`src/rtl/uart_mmio_pkg.sv`:
```
// +----------------------------------------------------------------------+
// | uart_mmio_pkg                                                         |
// | Shared register offsets, STATUS layout and TX FSM states.             |
// | Revision: 1.0                                                         |
// +----------------------------------------------------------------------+
`default_nettype none

package uart_mmio_pkg;

  localparam logic [13:0] OFS_TXDATA  = 14'd0;
  localparam logic [13:0] OFS_STATUS  = 14'd1;
  localparam logic [13:0] OFS_BAUDDIV = 14'd2;

  localparam int ST_FULL   = 0;
  localparam int ST_EMPTY  = 1;
  localparam int ST_ACTIVE = 2;
  localparam int ST_OVF    = 3;
  localparam int ST_COUNT  = 8;

  typedef enum logic [1:0] {
    IDLE  = 2'd0,
    START = 2'd1,
    DATA  = 2'd2,
    STOP  = 2'd3
  } tx_state_t;

endpackage

`default_nettype wire

```
`src/rtl/uart_tx_fifo.sv`:
```
// +----------------------------------------------------------------------+
// | uart_tx_fifo                                                          |
// | Synchronous show-ahead FIFO feeding the UART shifter.                 |
// | Revision: 1.0                                                         |
// +----------------------------------------------------------------------+
`default_nettype none

module uart_tx_fifo #(
  parameter int WIDTH = 8,
  parameter int DEPTH = 16
) (
  input  logic                     clk,
  input  logic                     rst,
  input  logic                     i_push,
  input  logic [WIDTH-1:0]         i_push_data,
  input  logic                     i_pop,
  output logic [WIDTH-1:0]         o_head,
  output logic                     o_full,
  output logic                     o_empty,
  output logic [$clog2(DEPTH):0]   o_count
);

  localparam int AW = $clog2(DEPTH);
  localparam logic [AW:0] C_DEPTH = (AW+1)'(DEPTH);

  logic [WIDTH-1:0] r_mem [DEPTH];
  logic [AW-1:0]    r_wr_ptr;
  logic [AW-1:0]    r_rd_ptr;
  logic [AW:0]      r_count;
  logic             w_push;
  logic             w_pop;

  assign o_full  = (r_count == C_DEPTH);
  assign o_empty = (r_count == '0);
  assign o_count = r_count;
  assign o_head  = r_mem[r_rd_ptr];

  assign w_push = i_push && !o_full;
  assign w_pop  = i_pop && !o_empty;

  always_ff @(posedge clk) begin
    if (w_push) begin
      r_mem[r_wr_ptr] <= i_push_data;
    end
  end

  always_ff @(posedge clk) begin
    if (!rst) begin
      r_wr_ptr <= '0;
      r_rd_ptr <= '0;
      r_count  <= '0;
    end else begin
      if (w_push) r_wr_ptr <= r_wr_ptr + 1'b1;
      if (w_pop)  r_rd_ptr <= r_rd_ptr + 1'b1;
      case ({w_push, w_pop})
        2'b10:   r_count <= r_count + 1'b1;
        2'b01:   r_count <= r_count - 1'b1;
        default: r_count <= r_count;
      endcase
    end
  end

endmodule

`default_nettype wire

```
`src/rtl/uart_tx_mmio.sv`:
```
// +----------------------------------------------------------------------+
// | uart_tx_mmio                                                          |
// | Memory-mapped 8N1 UART transmitter on the CPU data-memory bus.        |
// | Revision: 1.0                                                         |
// +----------------------------------------------------------------------+
`default_nettype none

module uart_tx_mmio
  import uart_mmio_pkg::*;
#(
  parameter logic [13:0] BASE_WADDR = 14'h3FF0,
  parameter int          FIFO_DEPTH = 16,
  parameter logic [15:0] DIV_RESET  = 16'd434
) (
  input  logic        clk,
  input  logic        rst,
  input  logic        we,
  input  logic [13:0] w_addr,
  input  logic [31:0] w_data,
  input  logic [13:0] r_addr,
  output logic [31:0] r_data,
  output logic        r_hit,
  output logic        uart_tx,
  output logic        tx_busy
);

  localparam int          CW         = $clog2(FIFO_DEPTH) + 1;
  localparam logic [13:0] C_ADDR_TX  = BASE_WADDR + OFS_TXDATA;
  localparam logic [13:0] C_ADDR_ST  = BASE_WADDR + OFS_STATUS;
  localparam logic [13:0] C_ADDR_BD  = BASE_WADDR + OFS_BAUDDIV;

  logic          w_full;
  logic          w_empty;
  logic [CW-1:0] w_count;
  logic [7:0]    w_head;
  logic          w_push;
  logic          w_pop;
  logic          w_tx_wr;
  logic          w_st_wr;
  logic          w_bd_wr;
  logic [31:0]   w_status;
  logic          w_unused;

  tx_state_t     r_state;
  logic [7:0]    r_shift;
  logic [15:0]   r_bit_cnt;
  logic [2:0]    r_bit_idx;
  logic          r_tx;
  logic [15:0]   r_baud;
  logic          r_ovf;

  assign w_tx_wr  = we && (w_addr == C_ADDR_TX);
  assign w_st_wr  = we && (w_addr == C_ADDR_ST);
  assign w_bd_wr  = we && (w_addr == C_ADDR_BD);
  assign w_push   = w_tx_wr && !w_full;
  assign w_pop    = (r_state == IDLE) && !w_empty;
  assign w_unused = ^w_data[31:16];

  assign uart_tx  = r_tx;
  assign tx_busy  = (r_state != IDLE) || !w_empty;

  uart_tx_fifo #(
    .WIDTH (8),
    .DEPTH (FIFO_DEPTH)
  ) u_fifo (
    .clk         (clk),
    .rst         (rst),
    .i_push      (w_push),
    .i_push_data (w_data[7:0]),
    .i_pop       (w_pop),
    .o_head      (w_head),
    .o_full      (w_full),
    .o_empty     (w_empty),
    .o_count     (w_count)
  );

  always_comb begin
    w_status                = '0;
    w_status[ST_FULL]       = w_full;
    w_status[ST_EMPTY]      = w_empty;
    w_status[ST_ACTIVE]     = (r_state != IDLE);
    w_status[ST_OVF]        = r_ovf;
    w_status[ST_COUNT +: CW] = w_count;
  end

  // Overflow is judged on the pre-edge full flag, so a same-cycle pop cannot rescue a push.
  always_ff @(posedge clk) begin
    if (!rst) begin
      r_baud <= DIV_RESET;
      r_ovf  <= 1'b0;
    end else begin
      if (w_bd_wr) begin
        r_baud <= (w_data[15:0] == 16'd0) ? 16'd1 : w_data[15:0];
      end
      if (w_tx_wr && w_full) begin
        r_ovf <= 1'b1;
      end else if (w_st_wr && w_data[ST_OVF]) begin
        r_ovf <= 1'b0;
      end
    end
  end

  always_ff @(posedge clk) begin
    if (!rst) begin
      r_data <= '0;
      r_hit  <= 1'b0;
    end else if (r_addr == C_ADDR_TX) begin
      r_data <= '0;
      r_hit  <= 1'b1;
    end else if (r_addr == C_ADDR_ST) begin
      r_data <= w_status;
      r_hit  <= 1'b1;
    end else if (r_addr == C_ADDR_BD) begin
      r_data <= {16'd0, r_baud};
      r_hit  <= 1'b1;
    end else begin
      r_data <= '0;
      r_hit  <= 1'b0;
    end
  end

  // Each bit lasts r_baud cycles: the counter is loaded with r_baud-1 and leaves at 0.
  always_ff @(posedge clk) begin
    if (!rst) begin
      r_state   <= IDLE;
      r_tx      <= 1'b1;
      r_shift   <= '0;
      r_bit_cnt <= '0;
      r_bit_idx <= '0;
    end else begin
      case (r_state)
        IDLE: begin
          r_tx <= 1'b1;
          if (!w_empty) begin
            r_shift   <= w_head;
            r_bit_cnt <= r_baud - 16'd1;
            r_tx      <= 1'b0;
            r_state   <= START;
          end
        end
        START: begin
          if (r_bit_cnt == 16'd0) begin
            r_bit_cnt <= r_baud - 16'd1;
            r_bit_idx <= 3'd0;
            r_tx      <= r_shift[0];
            r_state   <= DATA;
          end else begin
            r_bit_cnt <= r_bit_cnt - 16'd1;
          end
        end
        DATA: begin
          if (r_bit_cnt == 16'd0) begin
            r_bit_cnt <= r_baud - 16'd1;
            if (r_bit_idx == 3'd7) begin
              r_tx    <= 1'b1;
              r_state <= STOP;
            end else begin
              r_bit_idx <= r_bit_idx + 3'd1;
              r_shift   <= {1'b0, r_shift[7:1]};
              r_tx      <= r_shift[1];
            end
          end else begin
            r_bit_cnt <= r_bit_cnt - 16'd1;
          end
        end
        STOP: begin
          if (r_bit_cnt == 16'd0) begin
            r_tx    <= 1'b1;
            r_state <= IDLE;
          end else begin
            r_bit_cnt <= r_bit_cnt - 16'd1;
          end
        end
        default: begin
          r_tx    <= 1'b1;
          r_state <= IDLE;
        end
      endcase
    end
  end

endmodule

`default_nettype wire

```
`config.mk`:
```
export PLATFORM = sky130hd
export DESIGN_NAME = uart_tx_mmio
export DESIGN_NICKNAME = d
export VERILOG_FILES = /design/src/rtl/uart_mmio_pkg.sv /design/src/rtl/uart_tx_fifo.sv /design/src/rtl/uart_tx_mmio.sv
export SDC_FILE = /design/constraint.sdc
export NUM_CORES = 1
export LEC_CHECK = 0
export ABC_CLOCK_PERIOD_IN_PS = 4400
export BUFFER_PORTS_ARGS = -buffer_cell sky130_fd_sc_hd__buf_4
export CORE_ASPECT_RATIO = 1.1
export CORE_UTILIZATION = 38
export CTS_CLUSTER_SIZE = 14
export DETAILED_ROUTE_END_ITERATION = 16
export PLACE_DENSITY_LB_ADDON = 0.15
export SYNTH_ARGS = -nofsm -noshare
export SYNTH_HDL_FRONTEND = slang
export SYNTH_HIERARCHICAL = 1
export SYNTH_SLANG_ARGS = --single-unit
```
`constraint.sdc`:
```
create_clock -name clk -period 4.4 [get_ports clk]
set_input_delay 0.22 -clock clk [delete_from_list [all_inputs] [get_ports clk]]
set_output_delay 0.22 -clock clk [all_outputs]
set_load 0.05 [all_outputs]
```
# Yosys cells after proc, flatten, opt, wreduce, memory -nomap -nowiden

Memory sizes are Yosys's and may differ from the RTL's. A register that Yosys moved wholly into a read port is not among the register bits.
Cells that the tools add are included.

Memories: 1
Input bits: 63
Word-level logic and storage cells: 111
Flip-flop bits (word level): 93
Output and inout bits: 35
RAM bits: 128

Memory list:

| name         | words | width | rd ports | clocked after memory_dff | wr ports | line               | RTL |
|---|---|---|---|---|---|---|---|
| u_fifo.r_mem | 16    | 8     | 1        | 1                        | 1        | uart_tx_fifo.sv:26 | `logic [WIDTH-1:0] r_mem [DEPTH];` |

Reduce and logical (&&, ||, !) cells: 30
Multiplexer cells: 37
Add/sub/neg operators: 7
Bitwise logic cells: 2
Equality and inequality tests: 20

Operator list:

| kind                                                                  | number |
|---|---|
| 14-bit == test (second input constant)                                | 6 |
| 16-bit 2-to-1 mux                                                     | 4 |
| 16-bit case mux with 3 select lines                                   | 1 |
| 16-bit zero test                                                      | 2 |
| 16-bit by 1-bit subtractor with 16-bit output (second input constant) | 2 |
| 13-bit 2-to-1 mux                                                     | 2 |
| 8-bit 2-to-1 mux                                                      | 3 |
| 8-bit case mux with 2 select lines                                    | 1 |
| 2-bit != test (second input constant)                                 | 7 |
| 1-bit 2-to-1 mux                                                      | 12 |
| 2-bit 2-to-1 mux                                                      | 5 |
| 5-bit case mux with 2 select lines                                    | 1 |
| 2-bit nonzero test                                                    | 5 |
| 1-bit logical AND                                                     | 9 |
| 3-bit 2-to-1 mux                                                      | 3 |
| 4-bit by 1-bit adder with 4-bit output (second input constant)        | 2 |
| 4-bit 2-to-1 mux                                                      | 2 |
| 2-bit case mux with 4 select lines                                    | 1 |
| 4-bit AND reduction                                                   | 2 |
| 2-bit == test (second input constant)                                 | 3 |
| 3-bit case mux with 2 select lines                                    | 1 |
| 5-bit by 1-bit adder with 5-bit output (second input constant)        | 1 |
| 5-bit == test (second input constant)                                 | 1 |
| 5-bit zero test                                                       | 1 |
| other kinds (15)                                                      | 19 |

# Depth between registers and ports, before layout

Word-level depth: 6
Gate-level depth with buffers: 16
Depth with buffers taken out: 13

# By module

Netlist, hierarchy kept.

By module, submodules not included:

| module       | area an instance (µm²) | cells each | sequential area each (µm²) | times used |
|---|---|---|---|---|
| uart_tx_fifo | 5,931.9                | 331        | 4,184.0                    | 1 |
| uart_tx_mmio | 3,403.3                | 387        | 1,281.2                    | 1 |

# Least setup slack after synthesis

No wires, ideal clock.

Path kind: reg-to-reg
Start: register u_fifo.r_count[1], in the netlist u_fifo/o_count[1]
End: register u_fifo.r_count[4], in the netlist u_fifo/o_count[4]
Required time: 4.336 ns
Arrival: 2.910 ns
Path slack: 1.427 ns
Setup time: 0.064 ns
Period minus slack after synthesis: 2.973 ns
Buffers on the path: 3
Stages on the path, launching flop included: 16
Path through: dfxtp_1 > buf_6 > or4_4 > buf_6 > nor2_1 > nor2_1 > o21ai_4 > inv_1 > ha_1 > clkbuf_1 > xor2_1 > ha_1 > nand2_1 > o21ai_0 > or3_1 > nand4_1

Word-level cells in the longest chain between the ends: 6
Elaborated cells between the ends (all ways): 14
Those cells by class: 2 x add/sub; 3 x eq/ne; 1 x mux; 8 x reduce/logical

Ends and longest elaborated chain:

| what                                                                      | line               | RTL |
|---|---|---|
| from (decl)                                                               | uart_tx_fifo.sv:29 | `logic [AW:0] r_count;` |
| from (signal assigned)                                                    | uart_tx_fifo.sv:56 | `2'b10: r_count <= r_count + 1'b1;` |
| from (signal assigned)                                                    | uart_tx_fifo.sv:57 | `2'b01: r_count <= r_count - 1'b1;` |
| from (signal assigned)                                                    | uart_tx_fifo.sv:58 | `default: r_count <= r_count;` |
| 5-bit zero test *                                                         | uart_tx_fifo.sv:34 | `assign o_empty = (r_count == '0);` |
| net w_empty                                                               | uart_tx_mmio.sv:33 | `logic w_empty;` |
| 1-bit zero test *                                                         | uart_tx_mmio.sv:56 | `assign w_pop = (r_state == IDLE) && !w_empty;` |
| 1-bit logical AND *                                                       | uart_tx_mmio.sv:56 |  |
| net w_pop                                                                 | uart_tx_mmio.sv:37 | `logic w_pop;` |
| 1-bit logical AND *                                                       | uart_tx_fifo.sv:39 | `assign w_pop = i_pop && !o_empty;` |
| net u_fifo.w_pop                                                          | uart_tx_fifo.sv:31 | `logic w_pop;` |
| 2-bit by 1-bit == test with 1-bit output or 2-bit == test (tied branches) | uart_tx_fifo.sv:55 | `case ({w_push, w_pop})` |
| 5-bit case mux with 2 select lines or 2-bit nonzero test (tied branches)  | --                 |  |

The timed path passes the listed nets; every way through them passes the cells marked *.
A chain may end at the register's enable or synchronous reset.

# Worst setup path in the final report

Same ends and word-level chain as after synthesis.

==> metrics.txt <==
# TYPE chip_impl_metric gauge
chip_impl_metric{name="maxCapViolCount",unit=""} 0
chip_impl_metric{name="finalHoldViolCount",unit=""} 0
chip_impl_metric{name="grt_first_pass_wirelength",unit="mm"} 34.3
chip_impl_metric{name="fp.coreArea",unit="mm^2"} 0.0239
chip_impl_info{name="endpoint_kind",value="register"} 1
chip_impl_info{name="setup.worst_path.class",value="register to register"} 1
chip_impl_metric{name="peak_fanout_along_the_critical_path",unit=""} 12
chip_impl_metric{name="accumulated_negative_setup_slack",unit="ns"} 0
chip_impl_info{name="dominantRegCellSynth",value="sky130_fd_sc_hd__edfxtp_1"} 1
chip_impl_info{name="outcome",value="finished, final reports clean"} 1
chip_impl_metric{name="synth-edff-count",unit=""} 128
chip_impl_metric{name="r2r.worst_path.cells",unit=""} 12
chip_impl_metric{name="io_buffers",unit=""} 65
chip_impl_info{name="hold_class",value="input port to register"} 1
chip_impl_metric{name="post-cts-setup-buffer-count",unit=""} 0
chip_impl_metric{name="gp_congestion",unit=""} 0.818
chip_impl_metric{name="die_area",unit="mm^2"} 0.0252
chip_impl_metric{name="fin_worst_skew",unit="ns"} 0.0105
chip_impl_info{name="cts-root-buf",value="sky130_fd_sc_hd__clkbuf_16"} 1
chip_impl_info{name="capture_point_of_the_worst_reg_to_reg_path",value="u_fifo/o_count[4]$_SDFFE_PN0P_"} 1
chip_impl_metric{name="clock_tree.buffer_depth",unit=""} 3
chip_impl_metric{name="placement_rows",unit=""} 59
chip_impl_metric{name="worst_ir_drop_vdd",unit="mV"} 0.322
chip_impl_metric{name="p_comb_share",unit="%"} 10.4
chip_impl_metric{name="postRouteAntennaNets",unit=""} 0
chip_impl_metric{name="ratio_of_cells_with_drive_above_1_in_the_final_layout",unit="%"} 20.4
chip_impl_metric{name="nNetsFinal",unit=""} 864
chip_impl_metric{name="n_fill_cell",unit=""} 2214
chip_impl_metric{name="syn_to_final_growth",unit="%"} 15.8
chip_impl_metric{name="wl_per_cell",unit="um"} 19.6
chip_impl_metric{name="seqCellArea",unit="mm^2"} 0.00547
chip_impl_metric{name="power_switching_share",unit="%"} 24.5
chip_impl_metric{name="detailed_place.area",unit="mm^2"} 0.00995
chip_impl_info{name="worstSetupStartpointType",value="register"} 1
chip_impl_metric{name="pwr-share-seq",unit="%"} 47.1
chip_impl_metric{name="multiInputGateArea",unit="mm^2"} 0.00349
chip_impl_metric{name="timing_worst_slew_pin_value",unit="ns"} 0.945
chip_impl_metric{name="fp.dieH",unit="um"} 166
chip_impl_metric{name="post_synthesis_sequential_element_count",unit=""} 209
chip_impl_metric{name="yosysUniqueCellTypes",unit=""} 79
chip_impl_metric{name="worstSkewPairLatency",unit="ns"} 0.52
chip_impl_metric{name="p_switching",unit="mW"} 1.10
chip_impl_metric{name="numClockSinks",unit=""} 209
chip_impl_metric{name="starting_density_of_the_core",unit="%"} 39.0
chip_impl_metric{name="slew_headroom",unit="%"} 36.2
chip_impl_metric{name="finalCritPeriodShare",unit="%"} 79.8
chip_impl_info{name="critical_path.reg2reg.startpoint",value="u_fifo/o_count[1]$_SDFFE_PN0P_"} 1
chip_impl_metric{name="asyncSetResetFlopFracSynth",unit="%"} 0
chip_impl_metric{name="clockPowerShare",unit="%"} 42.5
chip_impl_metric{name="mappedNetlistArea",unit="mm^2"} 0.00934
chip_impl_metric{name="vias_per_cell",unit=""} 5.46
chip_impl_metric{name="cts_htree_levels",unit=""} 1
chip_impl_metric{name="numCtsBuffers",unit=""} 24
chip_impl_metric{name="die_width",unit="um"} 151
chip_impl_metric{name="drv_slew",unit=""} 0
chip_impl_metric{name="largest_net_degree_at_the_start_of_global_routing",unit=""} 43
chip_impl_metric{name="synth_warnings",unit=""} 6
chip_impl_metric{name="total_via_count_in_the_routed_design",unit=""} 6034
chip_impl_metric{name="finalInstanceArea",unit="mm^2"} 0.0108
chip_impl_metric{name="synthCells",unit=""} 718
chip_impl_metric{name="synth.yosys.seq_area_share",unit="%"} 58.5
chip_impl_metric{name="clk_transition_reported_paths",unit="ns"} 0.06
chip_impl_metric{name="routed_wirelength",unit="mm"} 21.6
chip_impl_metric{name="grt_overflow_total",unit=""} 0
chip_impl_metric{name="setup_viol",unit=""} 0
chip_impl_metric{name="worst-endpoint-arrival",unit="ns"} 3.90
chip_impl_metric{name="grt_pass1_vias",unit=""} 6098
chip_impl_metric{name="power.leakage",unit="nW"} 3.87
chip_impl_metric{name="antenna_diode_count",unit=""} 0
chip_impl_info{name="worst_setup_path_startpoint",value="u_fifo/o_count[1]$_SDFFE_PN0P_"} 1
chip_impl_metric{name="violation_count_after_the_first_detailed_route_iteration",unit=""} 356
chip_impl_metric{name="r2r_setup_slack",unit="ns"} 0.89
chip_impl_info{name="rsz0062_at_grt",value="false"} 1
chip_impl_metric{name="route.detailed.drc",unit=""} 0
chip_impl_info{name="cts_tree",value="built"} 1
chip_impl_metric{name="synth.avg_cell_area",unit="um^2"} 13.0
chip_impl_info{name="critPathCapture",value="u_fifo/o_count[4]$_SDFFE_PN0P_"} 1
chip_impl_metric{name="final_period_minus_worst_setup_slack",unit="ns"} 3.51
chip_impl_metric{name="cellPowerDensity",unit="mW/mm^2"} 418
chip_impl_metric{name="drt_pre_antenna_iters",unit=""} 4
chip_impl_metric{name="worst-endpoint-required",unit="ns"} 4.79
chip_impl_metric{name="fmax",unit="MHz"} 285
chip_impl_metric{name="grt_util_all_layers",unit="%"} 17.6
chip_impl_metric{name="detailed_place_hpwl",unit="mm"} 14.5
chip_impl_metric{name="num_io_pins",unit=""} 98
chip_impl_metric{name="p_int",unit="mW"} 3.41
chip_impl_metric{name="number_of_antenna_violations_at_the_first_check_in_global_routing",unit=""} 0
## per-layer routing
layer | vias to the layer above | GRT usage (%) | part of all wire [%]
li1 | 2850 | - | -
met1 | 3028 | 23.9 | 46
met2 | 123 | 29.1 | 49
met3 | 33 | 2.69 | 3.5
met4 | 0 | 4.70 | 1.7
met5 | - | 0 | 0
## final cells by class
| class | instances | share of cell area [%] |
|---|---|---|
| Multi-Input combinational cell | 449 | 32.3 |
| Tap cell | 305 | 3.53 |
| Clock buffer | 30 | 5.96 |
| Inverter | 17 | 0.590 |
| Timing Repair Buffer | 83 | 6.00 |
| Clock inverter | 12 | 1.02 |
| Sequential cell | 209 | 50.6 |
## synthesized netlist by cell type (all sizes together) (13+ instances only)
library cell | count | area share (%)
and2 | 16 | 1.1
ha | 17 | 2.3
nor3 | 21 | 1.2
mux2i | 16 | 1.7
edfxtp | 128 | 41
inv | 17 | 0.68
o21ai | 24 | 1.4
a22oi | 25 | 2.0
clkbuf | 24 | 1.3
a21oi | 13 | 0.82
nor2 | 66 | 2.7
dfxtp | 81 | 17
nand2 | 38 | 1.5
mux4 | 32 | 7.7
buf | 34 | 2.7
## placed cells by master (no fill, tap or decap), types with 15 or more instances in the layout
cell type | netlist | final
sky130_fd_sc_hd__dfxtp_1 | 81 | 79
sky130_fd_sc_hd__edfxtp_1 | 128 | 128
sky130_fd_sc_hd__nor2_1 | 66 | 66
sky130_fd_sc_hd__nand2_1 | 38 | 38
sky130_fd_sc_hd__nor3_1 | 20 | 20
sky130_fd_sc_hd__and2_1 | 15 | 15
sky130_fd_sc_hd__ha_1 | 17 | 17
sky130_fd_sc_hd__mux2i_1 | 16 | 16
sky130_fd_sc_hd__inv_1 | 16 | 16
sky130_fd_sc_hd__mux4_2 | 32 | 32
sky130_fd_sc_hd__buf_4 | 17 | 73
sky130_fd_sc_hd__clkbuf_16 | 0 | 25
sky130_fd_sc_hd__a22oi_1 | 25 | 25
sky130_fd_sc_hd__o21ai_0 | 23 | 23
sky130_fd_sc_hd__conb_1 | 1 | 16
## kinds of logic after synthesis
| family | after synthesis | synth area share, % |
|---|---|---|
| flip-flops | 209 | 58.5 |
| AO/OA/AOI/OAI | 134 | 11.0 |
| adder cells (fa/ha/maj) | 17 | 2.28 |
| other | 1 | 0.0402 |
| XOR/XNOR | 19 | 1.78 |
| AND/OR/NAND/NOR | 215 | 12.3 |
| buffers and inverters | 75 | 4.66 |
| multiplexers | 48 | 9.44 |
## how the worst min path moves through the flow
stage,from,endpoint,depth (start not counted)
finish,w_addr[0],r_ovf$_SDFFE_PN0P_,3
global route,w_addr[0],r_ovf$_SDFFE_PN0P_,3
CTS,w_addr[0],r_ovf$_SDFFE_PN0P_,3
detailed placement,r_addr[0],r_hit$_SDFF_PN0_,2
global placement,r_addr[0],r_hit$_SDFF_PN0_,2
floorplan,w_data[0],u_fifo/r_mem[0][0]$_DFFE_PP_,0
## worst max-delay path, stage by stage, from the launching register on
cell                      delay [ns]
sky130_fd_sc_hd__dfxtp_1        0.30
sky130_fd_sc_hd__buf_4          0.16
sky130_fd_sc_hd__or4_4          0.58
sky130_fd_sc_hd__nor2_1         0.44
sky130_fd_sc_hd__nor2_1         0.32
sky130_fd_sc_hd__o21ai_4        0.17
sky130_fd_sc_hd__inv_1          0.07
sky130_fd_sc_hd__ha_1           0.32
sky130_fd_sc_hd__xor2_1         0.19
sky130_fd_sc_hd__ha_1           0.23
sky130_fd_sc_hd__o31ai_1        0.33
sky130_fd_sc_hd__o21a_1         0.17
sky130_fd_sc_hd__nand4_1        0.09
## power groups by stage
stage	logic (mW)	registers (mW)	clock network [mW]
finish	0.470	2.13	1.92
global route	0.509	2.13	2.05
CTS	0.464	2.13	1.96
detailed placement	0.457	2.17	0
global placement	0.442	2.17	0
floorplan	0.344	2.17	0
## metrics by stage
stage | setup WS (ns) | instances | total power, mW | util, % | hold WS (ns)
after floorplan | 1.43 | 733 | 2.51 | - | 0.319
after global placement | 0.949 | 1053 | 2.61 | 41.6 | 0.430
after detailed placement | 0.888 | 1053 | 2.62 | 41.6 | 0.442
after CTS | 0.878 | 1105 | 4.55 | 45.2 | 0.0388
after global routing | 0.657 | 1105 | 4.69 | 45.2 | 0.0495
final | 0.891 | 1105 | 4.51 | 45.2 | 0.0566
## registers in the layout, indices dropped and copies added (netlist names), named ones only
name,cells
r_baud,16
r_bit_cnt,16
r_bit_idx,3
r_data,16
r_hit,1
r_ovf,1
r_shift,8
r_state,2
u_fifo/o_count,5
u_fifo/r_mem,128
u_fifo/r_rd_ptr,4
u_fifo/r_wr_ptr,4
uart_tx,1
## timing repair
item | in CTS | in global routing
gates resized for setup | 0 | 0
endpoints found under the hold margin | 9 | 0
hold buffers | 10 | 0
(Power assumes the default switching activity.)
